`config.mk`:
```
export PLATFORM = sky130hd
export DESIGN_NAME = cte_mode_arbiter
export DESIGN_NICKNAME = d
export VERILOG_FILES = /design/src/rtl/cte_arb_pkg.sv /design/src/rtl/cte_arb_rr.sv /design/src/rtl/cte_mode_arbiter.sv
export SDC_FILE = /design/constraint.sdc
export NUM_CORES = 1
export LEC_CHECK = 0
export ABC_AREA = 0
export CORE_AREA = 3 3 75 95
export CTS_CLUSTER_DIAMETER = 100
export CTS_CLUSTER_SIZE = 12
export DETAILED_ROUTE_END_ITERATION = 6
export DIE_AREA = 0 0 78 98
export PLACE_DENSITY = 0.7
export SYNTH_ARGS = -nofsm -noshare
export SYNTH_HDL_FRONTEND = slang
export SYNTH_SLANG_ARGS = --single-unit
```
`constraint.sdc`:
```
create_clock -name clk -period 2.9 [get_ports clk]
set_input_delay 0.725 -clock clk [delete_from_list [all_inputs] [get_ports clk]]
set_output_delay 0.725 -clock clk [all_outputs]
set_load 0.02 [all_outputs]
```
`src/rtl/cte_arb_pkg.sv`:
```
// Shared types and constants for the CTE mode arbiter.
package cte_arb_pkg;

  typedef enum logic [2:0] {
    IDLE,
    SETUP,
    STREAM,
    DRAIN,
    DONE
  } arb_state_e;

  typedef enum logic {
    OWN_A,
    OWN_B
  } owner_e;

  localparam logic MODE_YUV2RGB = 1'b0;
  localparam logic MODE_RGB2YUV = 1'b1;

  localparam int unsigned YUV_BEATS_PER_PIX = 2;
  localparam int unsigned YUV_OUT_PER_PIX   = 2;

  function automatic logic [1:0] owner_onehot(input owner_e o);
    return (o == OWN_B) ? 2'b10 : 2'b01;
  endfunction

endpackage

```
`src/rtl/cte_arb_rr.sv`:
```
// Two-way round-robin picker: a lone request wins, a tie goes to the side not served last.
module cte_arb_rr (
  input  logic       clk,
  input  logic       rst_n,
  input  logic [1:0] req_i,
  input  logic       upd_i,
  input  logic       served_b_i,
  output logic [1:0] pick_o
);

  logic prio_b_q;

  always_ff @(posedge clk or negedge rst_n) begin
    if (!rst_n) begin
      prio_b_q <= 1'b0;
    end else if (upd_i) begin
      prio_b_q <= !served_b_i;
    end
  end

  always_comb begin
    pick_o = req_i;
    if (req_i == 2'b11) begin
      pick_o = prio_b_q ? 2'b10 : 2'b01;
    end
  end

endmodule

```
`src/rtl/cte_mode_arbiter.sv`:
```
// Shares one CTE colour-transform engine between a YUV->RGB (A) and an RGB->YUV (B) requester.
// Optional drain watchdog with err_timeout port: define CTE_ARB_WATCHDOG_EN.
module cte_mode_arbiter
  import cte_arb_pkg::*;
#(
  parameter int unsigned LEN_W    = 10,
  parameter int unsigned DRAIN_TO = 64
) (
  input  logic             clk,
  input  logic             reset,
  input  logic             a_req,
  input  logic [LEN_W-1:0] a_len,
  input  logic             a_valid,
  input  logic [7:0]       a_yuv,
  output logic             a_ready,
  output logic             a_out_valid,
  output logic             a_done,
  input  logic             b_req,
  input  logic [LEN_W-1:0] b_len,
  input  logic             b_valid,
  input  logic [23:0]      b_rgb,
  output logic             b_ready,
  output logic             b_out_valid,
  output logic             b_done,
  output logic             cte_op_mode,
  output logic             cte_in_en,
  output logic [7:0]       cte_yuv_in,
  output logic [23:0]      cte_rgb_in,
  input  logic             cte_busy,
  input  logic             cte_out_valid,
  output logic             err_stray,
`ifdef CTE_ARB_WATCHDOG_EN
  output logic             err_timeout,
`endif
  output logic [1:0]       grant
);

  localparam int unsigned CW = LEN_W + 1;
  typedef logic [CW-1:0] cnt_t;

  arb_state_e       state_q, state_d;
  owner_e           owner_q, owner_d;
  logic             mode_q, mode_d;
  cnt_t             beats_q, beats_d;
  cnt_t             exp_q, exp_d;
  logic             stray_q, stray_d;
  logic [1:0]       pick;
  logic             rr_upd;
  logic             wd_fire;
  logic             streaming, own_a, own_b;
  logic             res_ok, res_take;
  logic [LEN_W-1:0] sel_len;

  cte_arb_rr u_rr (
    .clk        (clk),
    .rst_n      (reset),
    .req_i      ({b_req, a_req}),
    .upd_i      (rr_upd),
    .served_b_i (owner_q == OWN_B),
    .pick_o     (pick)
  );

  assign streaming = (state_q == STREAM);
  assign own_a     = (owner_q == OWN_A);
  assign own_b     = (owner_q == OWN_B);
  assign res_ok    = ((state_q == STREAM) || (state_q == DRAIN)) && (exp_q != '0);
  assign res_take  = cte_out_valid && res_ok;
  assign sel_len   = pick[1] ? b_len : a_len;

  assign a_ready     = streaming && own_a && !cte_busy;
  assign b_ready     = streaming && own_b && !cte_busy;
  assign cte_in_en   = (a_ready && a_valid) || (b_ready && b_valid);
  assign cte_yuv_in  = (streaming && own_a) ? a_yuv : '0;
  assign cte_rgb_in  = (streaming && own_b) ? b_rgb : '0;
  assign a_out_valid = res_take && own_a;
  assign b_out_valid = res_take && own_b;
  assign a_done      = (state_q == DONE) && own_a;
  assign b_done      = (state_q == DONE) && own_b;
  assign cte_op_mode = mode_q;
  assign err_stray   = stray_q;

  // The winner is already visible in the IDLE decision cycle; reset holds it low.
  assign grant = (state_q == IDLE) ? (reset ? pick : 2'b00) : owner_onehot(owner_q);

  always_ff @(posedge clk or negedge reset) begin
    if (!reset) begin
      state_q <= IDLE;
      owner_q <= OWN_A;
      mode_q  <= MODE_YUV2RGB;
      beats_q <= '0;
      exp_q   <= '0;
      stray_q <= 1'b0;
    end else begin
      state_q <= state_d;
      owner_q <= owner_d;
      mode_q  <= mode_d;
      beats_q <= beats_d;
      exp_q   <= exp_d;
      stray_q <= stray_d;
    end
  end

  always_comb begin
    state_d = state_q;
    owner_d = owner_q;
    mode_d  = mode_q;
    beats_d = beats_q;
    exp_d   = exp_q;
    stray_d = stray_q;
    rr_upd  = 1'b0;

    if (res_take) begin
      exp_d = exp_q - cnt_t'(1);
    end else if (cte_out_valid) begin
      stray_d = 1'b1;
    end

    unique case (state_q)
      IDLE: begin
        if (pick != 2'b00) begin
          state_d = SETUP;
          if (pick[1]) begin
            owner_d = OWN_B;
            mode_d  = MODE_RGB2YUV;
            beats_d = cnt_t'(sel_len);
            exp_d   = cnt_t'(sel_len) * cnt_t'(YUV_OUT_PER_PIX);
          end else begin
            owner_d = OWN_A;
            mode_d  = MODE_YUV2RGB;
            beats_d = cnt_t'(sel_len) * cnt_t'(YUV_BEATS_PER_PIX);
            exp_d   = cnt_t'(sel_len);
          end
        end
      end
      SETUP:  state_d = (beats_q == '0) ? DONE : STREAM;
      STREAM: begin
        if (cte_in_en) begin
          beats_d = beats_q - cnt_t'(1);
          if (beats_q == cnt_t'(1)) begin
            state_d = DRAIN;
          end
        end
      end
      // Look at the post-strobe count so DONE follows the last result directly.
      DRAIN: begin
        if ((exp_d == '0) || wd_fire) begin
          state_d = DONE;
        end
      end
      DONE: begin
        rr_upd  = 1'b1;
        state_d = IDLE;
      end
      default: state_d = IDLE;
    endcase
  end

`ifdef CTE_ARB_WATCHDOG_EN
  localparam int unsigned WD_W = $clog2(DRAIN_TO + 1);

  logic [WD_W-1:0] wd_q, wd_d;
  logic            timeout_q;

  always_comb begin
    wd_d = '0;
    if ((state_q == DRAIN) && !cte_out_valid) begin
      wd_d = wd_q + WD_W'(1);
    end
  end

  assign wd_fire     = (state_q == DRAIN) && !cte_out_valid && (wd_q == WD_W'(DRAIN_TO - 1));
  assign err_timeout = timeout_q;

  always_ff @(posedge clk or negedge reset) begin
    if (!reset) begin
      wd_q      <= '0;
      timeout_q <= 1'b0;
    end else begin
      wd_q <= wd_d;
      if (wd_fire) begin
        timeout_q <= 1'b1;
      end
    end
  end
`else
  logic unused_drain_to;

  assign wd_fire         = 1'b0;
  assign unused_drain_to = ^DRAIN_TO;
`endif

endmodule

```
==> results.ini, run 1 <==
[critical_path]
ff2ff_setup_slack_ns=0.16
critPathKind=reg2out
crit_chain=nor2b_1, nor2b_2, buf_12, and3_1, clkdlybuf4s50_1
max_stage_delay_ns=0.61
timing.rr.end=state_q[2]
required_ns=2.17
cp.arrival_ns=2.10
r2r-start=exp_q[0]
reg2regPathDepth=10
cp_max_fo=48
worstSetupStartpointType=flip-flop
slowest_stage=clkdlybuf4s50_1
endpoint_kind=primary output

[drt]
drc=0
drtIter0Drc=122
viasPerCell=5.34
postRouteAntennaNets=0
firstDrtPassIters=4
vias=2695
wire_per_inst_microns=16.2
wirelength_mm=8.17

[sta]
clock_skew_ns=0.00662
setup_viol=0
tightest_slew_ns=0.482
fin_crit_sh=0.975
drv_slew=0
fmax_mhz=354
hold_viol=0
max_slew_margin=0.675
fin_crit_ns=2.83
grt_setup_unrepaired=no

[yosys]
netlist.area_leader.share=0.318
async_flop_share=1.00
synth_cell_types=49
synth_largest_area_cell=dfrtp_1
yosysSeqAreaShare=0.318
syn_nets=361
synth_edf_count=0
syn_inst=298
synth_area_leaders=dfrtp_1 32%, and3_1 9.7%, a21oi_1 6.4%, o21ai_0 6.1%, nand2_1 5.8%
syn_area_sq_um=2200
synthFlopType=dfrtp_1
ys_warn_count=0
ys_ff_latch=28
avgSynthCellArea_sq_um=7.39

[clock_network]
clk_pin_slew_worst_paths_ns=0.09
cts-htree-levels=1
cts-root-buf=clkbuf_8
cts_buffer_depth=2
cts_tree=yes
cts_sinks=28
clk_latency_ns=0.28
numCtsBuffers=3

[floorplanning]
io_pins=103
die_y_microns=98
start_util=0.352
dieArea_sq_um=7640
core-area_sq_um=6250
die_w_microns=78
rows=32

[flow_run]
maxCapViolCount=0

[run_status]
status=complete, no violations

[placed_design]
place_area_sq_um=3520
port_buffers=102
place.gp.congestion=0.909
hpwl_mm=6.66

[global_route]
grt_max_degree=49
grt-ovfl-total=0
antenna_found_initial=0
grt_pass1_wl_mm=13.2
grtUsageTotal=0.213
grt_pass1_vias=2754

[pwr]
peakVddDrop_uv=417
p_leak_nw=1.71
power_density_nw_per_um2=882

[finish]
diodes=0
final_area_sq_um=3630
final_core_util=0.581
drive_gt1_frac=0.117
area_delta_synth_final_pct=65.0
nNetsFinal=484

[worst_hold_path]
min_from=err_stray
hold_path.class=reg2reg
hold_path_depth=1
whs_endpoint=err_stray

[per-stage QoR]
step           hold WS (ns)  setup WS, ns  power (mW)  setup TNS, ns  cells
2_1_floorplan         0.429         0.228        1.94              0    298
3_3_place_gp          0.452        -0.105        2.87         -0.342    499
3_5_place_dp          0.455        -0.173        2.90         -0.479    499
4_1_cts               0.478        0.0498        3.21              0    504
5_1_grt               0.506       0.00207        3.45              0    505
6_report              0.474        0.0717        3.20              0    505
[metal layers]
metal	global-route usage	routed length (microns)
met1	0.246	3280
met2	0.397	4340
met3	0.0295	321
met4	0.0686	223
met5	0	0
[cell usage in the layout, fill, tap and decap left out, drive strengths merged, types with 2 or more instances in the layout]
cell type and count:
dfrtp 28, dlygate4sd2 5, nor2 24, mux2i 2
clkbuf 3, nand2 34, nand4 2, or3 2
a31oi 8, a21oi 28, o21ai 27, buf 38
nand2b 2, nor4 5, nor3 12, dlymetal6s2s 8
and3 34, nor3b 2, inv 11, clkdlybuf4s50 89
or4 3, nand3 11, o31ai 4, xor2 5
ha 3, a22oi 4, nor2b 2, xnor2 3
[cells by family after synthesis]
family | count (synthesis) | share of synthesized area
multiplexers | 2 | 0.00910
AND/OR/NAND/NOR | 139 | 0.331
AO/OA/AOI/OAI | 85 | 0.231
flip-flops | 28 | 0.318
XOR/XNOR | 8 | 0.0318
buffers and inverters | 33 | 0.0614
adder cells (fa/ha/maj) | 3 | 0.0171
[synthesized netlist by cell type (all sizes together) (2+ instances only)]
| master | number |
|---|---|
| a21oi | 28 |
| a22oi | 4 |
| a31oi | 8 |
| and3 | 34 |
| buf | 4 |
| clkbuf | 18 |
| dfrtp | 28 |
| ha | 3 |
| inv | 11 |
| mux2i | 2 |
| nand2 | 34 |
| nand2b | 2 |
| nand3 | 11 |
| nand4 | 2 |
| nor2 | 24 |
| nor2b | 2 |
| nor3 | 12 |
| nor3b | 2 |
| nor4 | 5 |
| o21ai | 27 |
| o31ai | 4 |
| or3 | 2 |
| or4 | 3 |
| xnor2 | 3 |
| xor2 | 5 |
[power by group]
group	internal (mW)	switching, mW	leakage, nW
combinational	1.00	1.18	1.34
clock	0.185	0.122	0.0357
sequential	0.560	0.152	0.335
[worst max-delay path, delay by kind of cell (launching register included)]
kind,cells,cell delay [ns]
flip-flops,1,0.39
buffers and inverters,2,0.83
AND/OR/NAND/NOR,3,0.59
[cell type report]
cell class	instances	area, sq um
Tap cell	85	106
Timing Repair Buffer	140	1330
Inverter	11	41.3
Fill cell	596	2620
Multi-Input combinational cell	237	1380
Clock buffer	3	41.3
Clock inverter	1	30.0
Sequential cell	28	701
[how the worst max path moves through the flow]
| stage | depth (start not counted) | end | from | slack, ns |
|---|---|---|---|---|
| after floorplan | 7 | a_out_valid | exp_q[0] | 0.23 |
| after global placement | 4 | cte_in_en | a_valid | -0.10 |
| after detailed placement | 5 | grant[1] | b_req | -0.17 |
| after CTS | 5 | cte_rgb_in[7] | state_q[2] | 0.05 |
| after global routing | 5 | cte_rgb_in[6] | state_q[2] | 0.002 |
| final | 5 | cte_rgb_in[20] | state_q[2] | 0.07 |
[registers in the layout, summed over array words and instances, names as in the netlist]
| signal | count |
|---|---|
| beats_q | 11 |
| exp_q | 11 |
| err_stray | 1 |
| cte_op_mode | 1 |
| u_rr.prio_b_q | 1 |
| state_q | 3 |
[what timing repair did]
item / 4_1_cts / 5_1_grt
pin swaps: 1 / 2
setup endpoints to repair: 5 / 11
gates resized for setup: 6 / 11
buffers inserted: 1 / 1
endpoints found under the hold margin: 0 / 0
hold buffers: 0 / 0
(Power assumes the default switching activity.)
==> inputs of run 2 (changes only) <==
- CORE_AREA: 3 3 75 95 -> 3 3 69 87
- DIE_AREA: 0 0 78 98 -> 0 0 72 90
- PLACE_DENSITY: 0.7 -> 0.81
==> run 2 against run 1 <==
Setup slack better by 0.022 ns. Final cell count down 6.1%. Sequential cell count unchanged. First-iteration DRC count up 44%. Sequential power up 0.6%. Utilization up 10 points. Maximum frequency up 0.77%. Critical path type unchanged. Largest cell class unchanged. Largest power group unchanged. Highest routed layer unchanged.
==> results.ini, run 2 (synthesis gave the netlist of run 1 again) <==
[pwr]
seqPwrFrac=0.235
switching_share=0.468
p_switching_mw=1.42
pwr-share-clk=0.070
p_int_mw=1.62
p_leak_nw=1.85
power_density_nw_per_um2=854
p_comb_frac=0.695
peakVddDrop_uv=499

[drt]
postRouteAntennaNets=0
drtIter0Drc=176
wirelength_mm=7.96
drc=0
firstDrtPassIters=4
vias=2659
viasPerCell=5.61
wire_per_inst_microns=16.8

[clock_network]
clk_latency_ns=0.27
cts-htree-levels=1
clk_pin_slew_worst_paths_ns=0.09
cts_tree=yes
cts-root-buf=clkbuf_8
numCtsBuffers=3
cts_setup_buffers=0
cts_sinks=28
cts_buffer_depth=2
hold_buffers=0

[floorplanning]
die_w_microns=72
die_y_microns=90
start_util=0.424
rows=29
io_pins=103
dieArea_sq_um=6480
core-area_sq_um=5190

[critical_path]
timing.rr.end=state_q[2]
cp.arrival_ns=2.08
cp_max_fo=3
ff2ff_setup_slack_ns=0.12
worstSetupStartpointType=flip-flop
critPathKind=reg2out
endpoint_kind=primary output
reg2regPathDepth=10
r2r-start=exp_q[0]
required_ns=2.17

[run_status]
status=complete, no violations

[sta]
hold_viol=0
setup_viol=0
fin_crit_sh=0.968
fmax_mhz=356
finalSetupTns_ns=0
grt_setup_unrepaired=yes
drv_slew=0
tightest_slew_ns=0.503
clock_skew_ns=0.000998
max_slew_margin=0.662
fin_crit_ns=2.81

[global_route]
grt_max_degree=49
grt_pass1_wl_mm=13.0
grtUsageTotal=0.250
grt_pass1_vias=2669
antenna_found_initial=0
grt-ovfl-total=0

[finish]
final_area_sq_um=3560
largestRegisters=beats_q: 11 flops, exp_q: 11 flops, state_q: 3 flops
layout_common_cells=77 x clkdlybuf4s50_1, 34 x nand2_1, 34 x and3_1
nNetsFinal=477
drive_gt1_frac=0.104
diodes=0
final_common_cell=clkdlybuf4s50_1
area_delta_synth_final_pct=61.7

[flow_run]
maxCapViolCount=0

[worst_hold_path]
min_from=err_stray
hold_path.class=reg2reg
hold_path_depth=1
whs_endpoint=err_stray

[placed_design]
place.gp.congestion=0.966
port_buffers=102
place_area_sq_um=3450
hpwl_mm=6.38

==> run 2: cell types whose count changed in the layout (fill, tap and decap cells not counted), sizes merged <==
cell / change
dlymetal6s2s: +12
bufinv: -1
buf: -7
clkdlybuf4s15: +1
dlygate4sd2: -1
clkdlybuf4s50: -12
==> run 2: power groups by stage <==
stage | sequential, mW | clock (mW) | combinational, mW
finish | 0.716 | 0.211 | 2.11
detailed placement | 0.721 | 0 | 2.13
global placement | 0.712 | 0 | 2.10
CTS | 0.713 | 0.215 | 2.14
floorplan | 0.717 | 0 | 1.23
global route | 0.748 | 0.231 | 2.31
==> run 2: stage by stage <==
step	power (mW)	instances	util	hold slack, ns	setup slack (ns)
finish	3.04	474	0.686	0.474	0.0934
floorplan	1.94	298	-	0.429	0.228
global placement	2.81	471	0.666	0.443	-0.143
CTS	3.06	474	0.675	0.478	0.0294
global route	3.29	474	0.686	0.502	-0.0425
detailed placement	2.85	471	0.666	0.458	-0.151
==> run 2: what timing repair did <==
action	in CTS	in global routing
cloned	0	0
setup endpoints to repair	5	39
resized for setup	7	24
pin swaps	0	1
==> run 2: metal layers <==
metal / share of wire / vias to the layer above / global-route usage / wire length, microns
met2: 0.54 / 84 / 0.454 / 4310
met1: 0.39 / 1243 / 0.304 / 3110
met4: 0.024 / 0 / 0.0627 / 189
li1: - / 1315 / - / -
met5: 0 / - / 0 / 0
met3: 0.043 / 17 / 0.0313 / 344
==> run 2: worst max-delay path by stage <==
stage | start | to | slack [ns] | cells after the start
finish | exp_q[0] | b_out_valid | 0.09 | 6
global route | exp_q[0] | state_q[2] | -0.04 | 10
CTS | b_req | grant[0] | 0.03 | 6
detailed placement | a_valid | cte_in_en | -0.15 | 4
global placement | a_valid | cte_in_en | -0.14 | 4
floorplan | exp_q[0] | a_out_valid | 0.23 | 7
==> run 2: cell type report <==
| cell class | count | area [sq um] |
|---|---|---|
| multi-input cells | 237 | 1380 |
| flip-flops and latches | 28 | 701 |
| repair buffers | 133 | 1320 |
| fillers | 431 | 1630 |
| inverters | 11 | 41.3 |
| clock buffers | 3 | 41.3 |
| well taps | 62 | 77.6 |
==> run 2: worst max-delay path, cell delays in order (launching register included) <==
cell	delay (ns)
dfrtp_1	0.38
inv_1	0.07
ha_1	0.16
or3b_2	0.50
o31ai_4	0.30
nor2_1	0.07
dlygate4sd2_1	0.33
==> inputs of run 3 (changes only) <==
- CTS_CLUSTER_SIZE: 12 -> 8
==> results of run 3 <==
No change in the layout: final DEF, timing and power equal those of run 2.
